--- src/rtl/interp_rate_ctrl.sv ---
// Sequencer for a zero-stuffing interpolation stage: pulls one upstream sample per
// L output slots, emits data in phase 0 and zeros elsewhere, then flushes the FIR.
module interp_rate_ctrl #(
  parameter int Win       = 16,
  parameter int RATIO_W   = 8,
  parameter int CNT_W     = 12,
  parameter int DRAIN_CYC = 32
) (
  input  logic               clk,
  input  logic               rst,
  input  logic               start,
  input  logic               stop,
  input  logic [RATIO_W-1:0] ratio,
  input  logic [CNT_W-1:0]   frame_len,
  input  logic               src_valid,
  input  logic [Win-1:0]     src_data,
  output logic               src_ready,
  output logic               dp_val,
  output logic [Win-1:0]     dp_data,
  output logic [RATIO_W-1:0] phase,
  output logic [CNT_W-1:0]   sample_cnt,
  output logic               busy,
  output logic               done,
  output logic               underrun
);

  localparam int DW = (DRAIN_CYC > 1) ? $clog2(DRAIN_CYC) : 1;

  typedef enum logic [1:0] {IDLE, RUN, DRAIN} state_t;

  state_t             state, state_next;
  logic [RATIO_W-1:0] l_reg;
  logic [CNT_W-1:0]   len_reg;
  logic               stop_pend;
  logic [DW-1:0]      drain_cnt;
  logic               last_phase;
  logic               frame_end;
  logic               drain_last;
  logic [CNT_W-1:0]   cnt_eff;

  always_comb begin
    src_ready  = (state == RUN) && (phase == '0);
    busy       = (state != IDLE);
    last_phase = (phase == l_reg - RATIO_W'(1));
    // Count including the sample taken this cycle, so L=1 (phase 0 is also the
    // last phase) terminates after exactly frame_len samples like L>1 does.
    cnt_eff    = (phase == '0) ? sample_cnt + CNT_W'(1) : sample_cnt;
    frame_end  = last_phase &&
                 (((len_reg != '0) && (cnt_eff == len_reg)) || stop_pend || stop);
    drain_last = (drain_cnt == DW'(DRAIN_CYC - 1));
  end

  always_comb begin
    state_next = state;
    unique case (state)
      IDLE:    if (start)      state_next = RUN;
      RUN:     if (frame_end)  state_next = DRAIN;
      DRAIN:   if (drain_last) state_next = IDLE;
      default:                 state_next = IDLE;
    endcase
  end

  always_ff @(posedge clk) begin
    if (rst) state <= IDLE;
    else     state <= state_next;
  end

  always_ff @(posedge clk) begin
    if (rst) begin
      dp_val     <= 1'b0;
      dp_data    <= '0;
      phase      <= '0;
      sample_cnt <= '0;
      done       <= 1'b0;
      underrun   <= 1'b0;
      l_reg      <= RATIO_W'(1);
      len_reg    <= '0;
      stop_pend  <= 1'b0;
      drain_cnt  <= '0;
    end else begin
      done <= 1'b0;
      unique case (state)
        IDLE: begin
          dp_val  <= 1'b0;
          dp_data <= '0;
          if (start) begin
            l_reg      <= (ratio == '0) ? RATIO_W'(1) : ratio;
            len_reg    <= frame_len;
            phase      <= '0;
            sample_cnt <= '0;
            underrun   <= 1'b0;
            stop_pend  <= 1'b0;
          end
        end
        RUN: begin
          dp_val    <= 1'b1;
          dp_data   <= (src_ready && src_valid) ? src_data : '0;
          if (src_ready) begin
            sample_cnt <= sample_cnt + CNT_W'(1);
            if (!src_valid) underrun <= 1'b1;
          end
          phase     <= last_phase ? '0 : phase + RATIO_W'(1);
          stop_pend <= last_phase ? 1'b0 : (stop_pend | stop);
          drain_cnt <= '0;
        end
        DRAIN: begin
          dp_val    <= 1'b1;
          dp_data   <= '0;
          drain_cnt <= drain_cnt + DW'(1);
          if (drain_last) done <= 1'b1;
        end
        default: begin
        end
      endcase
    end
  end

endmodule

--- config.mk ---
export PLATFORM = sky130hd
export DESIGN_NAME = interp_rate_ctrl
export DESIGN_NICKNAME = d
export VERILOG_FILES = /design/src/rtl/interp_rate_ctrl.sv
export SDC_FILE = /design/constraint.sdc
export NUM_CORES = 1
export LEC_CHECK = 0
export BUFFER_PORTS_ARGS = -buffer_cell sky130_fd_sc_hd__buf_2
export CORE_ASPECT_RATIO = 0.6
export CORE_MARGIN = 2
export CORE_UTILIZATION = 41
export DETAILED_ROUTE_END_ITERATION = 8
export PLACE_DENSITY_LB_ADDON = 0.15
export SLEW_MARGIN = 10
export SYNTH_ARGS = -nofsm -noshare
export SYNTH_HDL_FRONTEND = slang
export SYNTH_SLANG_ARGS = --single-unit
--- constraint.sdc ---
create_clock -name clk -period 2.5 [get_ports clk]
set_input_delay 0.5 -clock clk [delete_from_list [all_inputs] [get_ports clk]]
set_output_delay 0.5 -clock clk [all_outputs]
set_load 0.02 [all_outputs]
## After elaboration in Yosys (flattened, before gate mapping)

Index checks and enable logic that the tools add are counted.

- Add/subtract/negate cells: 4
- Multiply operators: 0
- Divide/modulo/power cells: 0
- Order comparisons: 0
- Equal/unequal tests: 10
- Shift operators: 0
- Multiplexer cells: 23
- Bitwise gates (word level): 2
- Reduce and logical (&&, ||, !) cells: 23

Operators with widths:

| cell | number |
|---|---|
| 12-bit 2-to-1 mux | 3 |
| 16-bit case mux with 2 select lines | 1 |
| 8-bit 2-to-1 mux | 3 |
| 12-bit case mux with 2 select lines | 1 |
| 8-bit logical NOT | 2 |
| 16-bit 2-to-1 mux | 1 |
| 8-bit case mux with 2 select lines | 1 |
| 12-bit by 1-bit adder with 12-bit output (second input constant) | 1 |
| 12-bit == test | 1 |
| 12-bit nonzero test | 1 |
| 2-bit != test (second input constant) | 5 |
| 5-bit case mux with 2 select lines | 1 |
| 2-bit nonzero test | 5 |
| 8-bit by 1-bit adder with 8-bit output (second input constant) | 1 |
| 8-bit == test | 1 |
| 8-bit by 1-bit subtractor with 8-bit output (second input constant) | 1 |
| 2-bit 2-to-1 mux | 3 |
| 1-bit case mux with 2 select lines | 3 |
| 2-bit case mux with 3 select lines | 1 |
| 3-bit AND reduction | 2 |
| 2-bit OR reduction | 3 |
| 5-bit by 1-bit adder with 5-bit output (second input constant) | 1 |
| 5-bit == test (second input constant) | 1 |
| 1-bit 2-to-1 mux | 5 |
| 9 further kinds | 14 |

- Flip-flop bits (word level): 67
- Bits in latches: 0
- Memory bits (writable): 0
- Memory bits (read-only): 0
- Input port bits: 41
- Output and inout bits: 41
- Memories: 0

## Depth between registers and ports, before layout

- Word-level depth: 9
- Gate-level depth with buffers: 10

## Worst setup path before layout

OpenSTA, ideal clock, no wires.

- Path type: register to register
- Start: register phase[0]
- End: register state[1]
- Setup time: 0.059 ns
- Arrival time: 2.762 ns
- Path slack: -0.321 ns
- Stages on the path, launching flop included: 11
- Path buffers: 1
- Period minus slack after synthesis: 2.821 ns
- Path through: dfxtp_1 -> inv_1 -> ha_1 -> or4b_1 -> buf_2 -> or4_4 -> a211oi_2 -> o32ai_1 -> or4_1 -> o21bai_1 -> a22o_1

- Cells in the longest elaborated chain, start to end: 9
- Elaborated cells between the ends (all ways): 10
- Classes of those cells: 3 x eq/ne; 1 x mux; 6 x reduce/logical

Ends and longest elaborated chain:

| what | RTL line | RTL |
|---|---|---|
| start: declaration | 20 | `output logic [RATIO_W-1:0] phase,` |
| start signal: assignment | 102 | `phase <= last_phase ? '0 : phase + RATIO_W'(1);` |
| 8-bit logical NOT | 47 | `cnt_eff = (phase == '0) ? sample_cnt + CNT_W'(1) : sample_cnt;` |
| 12-bit 2-to-1 mux | 47 |  |
| 12-bit == test | 49 | `(((len_reg != '0) && (cnt_eff == len_reg)) \|\| stop_pend \|\| stop);` |
| 1-bit logical AND | 49 |  |
| 1-bit logical OR (2 in series) | 49 |  |
| 1-bit logical AND * | 48 | `frame_end = last_phase &&` |
| 2-bit != test (no source line) * | n/a |  |
| 3-bit AND reduction (no source line) * | n/a |  |
| end signal: assignment | 65 | `else state <= state_next;` |
| end: declaration | 31 | `state_t state, state_next;` |

Mark *: on every way between the ends. The rest lies on a longest branch, timed or not.
A chain may end at the register's enable or synchronous reset.

## Worst setup path in the final report

- Start: register phase[1]
- End: register state[1]

Same word-level chain as after synthesis.

==> out/metrics.yaml <==
max_stage_delay_ns: 0.51
critPathArrivalTime_ns: 2.87
antenna_found_initial: 0
wl_met1_um: 5620
finClkSkew_ns: 0.00493
syn_avg_cell_area_um2: 7.83
min_from: "src_data[7]"
dieHeight_um: 77.5
drive_above_1_share: 0.274
drt_first_pass_iters: 5
routed_wl_um: 10900
rr_startpoint: "phase[1]"
port_buffers: 81
min_to: "dp_data[7]"
fin_ws_ns: -0.0921
synth_edf_count: 0
synthTopCellsByCount: "dfxtp_1 (67), nand2_1 (56), nor2_1 (52)"
crit_slowest_cell: "or4_4"
wl_per_cell_um: 15.9
largest_reg_flops: 16
drc_errors: 0
drv_cap: 0
worstPathRequired_ns: 2.77
synthXorXnorAreaFrac: 0.0570
relSlewSlack: 0.553
cp_max_fo: 4
top_layer_used: "met4"
wl_met3_um: 795
cp-end-kind: "flip-flop"
outcome: "finished, violations left"
ys_ff_latch: 67
crit_path_cell_trace: "inv_2 -> ha_4 -> or4b_4 -> or4_4 -> a211oi_2 -> o32ai_1 -> or4_4 -> o21bai_1 -> a22o_1"
via_per_inst: 5.54
ys_seq_area_frac: 0.364
yosysMostFrequentCell: "dfxtp_1"
die-width_um: 126
synth_adder_area_share: 0.0339
ys_types: 59
synth_top_area_frac: 0.364
fin_nets: 622
yosys.area_share.simple: 0.283
path_class: "flip-flop to flip-flop"
cts_made_buffers: 9
clock-sinks: 67
std_cell_rows: 26
r2r_cells: 9
synthArstFlopShare: 0
gp_congestion: 0.947
die_area_um2: 9800
syn_inst: 471
syn_area_um2: 3690
place_hpwl_um: 8210
syn_nets: 522
cts_max_path_buffers: 2
grt_pass1_vias: 3403
vias: 3798
yosysTopAreaCell: "dfxtp_1"
cts_tree: "yes"
cp_common_cell: "or4_4"
yosys_warnings: 0
hold_path_class: "input port to flip-flop"
rsz0062_at_grt: "yes"
io_pins: 82
core_um2: 8620
synth_top_family_by_area: "simple AND/OR/NAND/NOR gates"
start_kind: "flip-flop"
post-route-cell-area_um2: 4750
vdd_drop_max_v: 0.000421
power.density_nw_per_um2: 802
fin_crit_ns: 2.59
fmaxAchievable_mhz: 386
r2r_slack_ns: -0.09
grt_max_degree: 38
grt_util_all_layers: 0.224
finalSetupViolCount: 2
path_clk_slew_ns: 0.05
clk_latency_ns: 0.33
synth-compound-area-share: 0.195
post-route-period-util: 1.04
gr-total-overflow: 0
syn2layout_area_growth_pct: 28.9
cts-root-buf: "clkbuf_16"
cp-startpoint: "phase[1]"
hold_viol_final: 0
slew_viol_final: 0
worst_pin_slew_ns: 0.671
synth_ff_type: "dfxtp_1"
violations: "setup timing"
p_leak_nw: 2.04
synth_mux_area_frac: 0.0170
holdWs_ns: 0.404
wl_met2_um: 4410
cts.htree.levels: 3
drtIter0Drc: 320
placed_cell_area_um2: 4420
worst_hold_path.num_cells: 3
reg2reg_to: "state[1]"
grt_pass1_wl_um: 17600
n_antenna_cell: 0
yosys-top-cells-area: "dfxtp_1 (36%), a21oi_1 (6.1%), nand2_1 (5.7%)"
final_antenna_net_count: 0
ctsHoldBuffers: 0
initial_utilization: 0.428
how the worst max path moves through the flow:
stage               endpoint  cells after the start
floorplan           state[1]                     10
global placement    state[1]                      9
detailed placement  state[1]                      9
CTS                 state[1]                      9
global route        state[1]                     10
finish              state[1]                      9
cell families after synthesis:
kind of cell / after synthesis
and+or+nand+nor: 207
adders and majority gates: 10
xor gates and xnor gates: 24
buffers and inverters: 43
DFF: 67
AOI/OAI and AO/OA: 114
muxes: 6
layout by cell type, fill, tap and decap left out, types with 2 or more instances in the layout:
cell and instances:
buf_4 38, nand2b_1 5, nor4b_1 3, and2_1 4, dfxtp_1 65, a21oi_1 45
nand3_1 17, or4_1 2, nor2b_1 3, buf_2 81, and4_1 3, nand2_1 56
nand4_1 5, a211oi_1 6, nand3b_1 8, a311oi_1 4, a21o_1 2, clkbuf_8 3
and3_1 8, or3b_2 2, or4_4 3, mux2_2 2, o21ai_1 5, xnor2_1 11
o31ai_1 3, or3_1 3, and3_2 2, or2_2 2, o21ai_0 13, a22oi_1 18
nor2_1 51, nor3_1 11, a31oi_1 4, dfxtp_4 2, inv_1 10, mux2i_1 4
ha_1 9, nor4_1 11, xor2_1 13, clkbuf_16 9
repair_timing:
item,CTS,global route
resized for setup,0,14
pin swaps,0,1
endpoints found under the setup margin,1,11
buffers inserted,0,0
hold endpoints to repair,0,0
where the power goes:
part | switching (mW) | total (mW) | internal, mW
registers | 0.0923 | 1.25 | 1.16
clock network | 0.438 | 1.28 | 0.840
logic | 0.791 | 1.29 | 0.496
through the flow:
stage	util	instances	setup TNS (ns)	total power, mW	setup slack [ns]
after floorplan	-	471	-0.0683	2.11	-0.0683
after global placement	0.512	672	-0.0158	2.48	-0.0158
after detailed placement	0.512	672	-0.0624	2.49	-0.0624
after CTS	0.547	686	-0.0901	3.78	-0.0901
after global routing	0.552	686	-0.395	4.04	-0.228
final	0.552	686	-0.117	3.81	-0.0921
per-layer routing:
| layer | track usage | vias up |
|---|---|---|
| li1 | - | 1893 |
| met1 | 0.343 | 1768 |
| met5 | 0 | - |
| met3 | 0.0655 | 9 |
| met2 | 0.303 | 128 |
| met4 | 0.0560 | 0 |
critical path, delay by kind of cell, from the launching register on:
| kind | cells | cell delay, ns |
|---|---|---|
| adder cells (fa/ha/maj) | 1 | 0.12 |
| AND/OR/NAND/NOR | 3 | 1.44 |
| AO/OA/AOI/OAI | 4 | 0.58 |
| buffers and inverters | 1 | 0.06 |
| flip-flops | 1 | 0.34 |
layout make-up:
type                            count  area, um2
Timing Repair Buffer              120        702
Clock buffer                       12        267
Sequential cell                    67       1350
Inverter                           12       47.5
Fill cell                         827       3870
Clock inverter                      2       35.0
Multi-Input combinational cell    361       2210
Tap cell                          112        140
No activity file was read; power rests on OpenSTA's default activity.
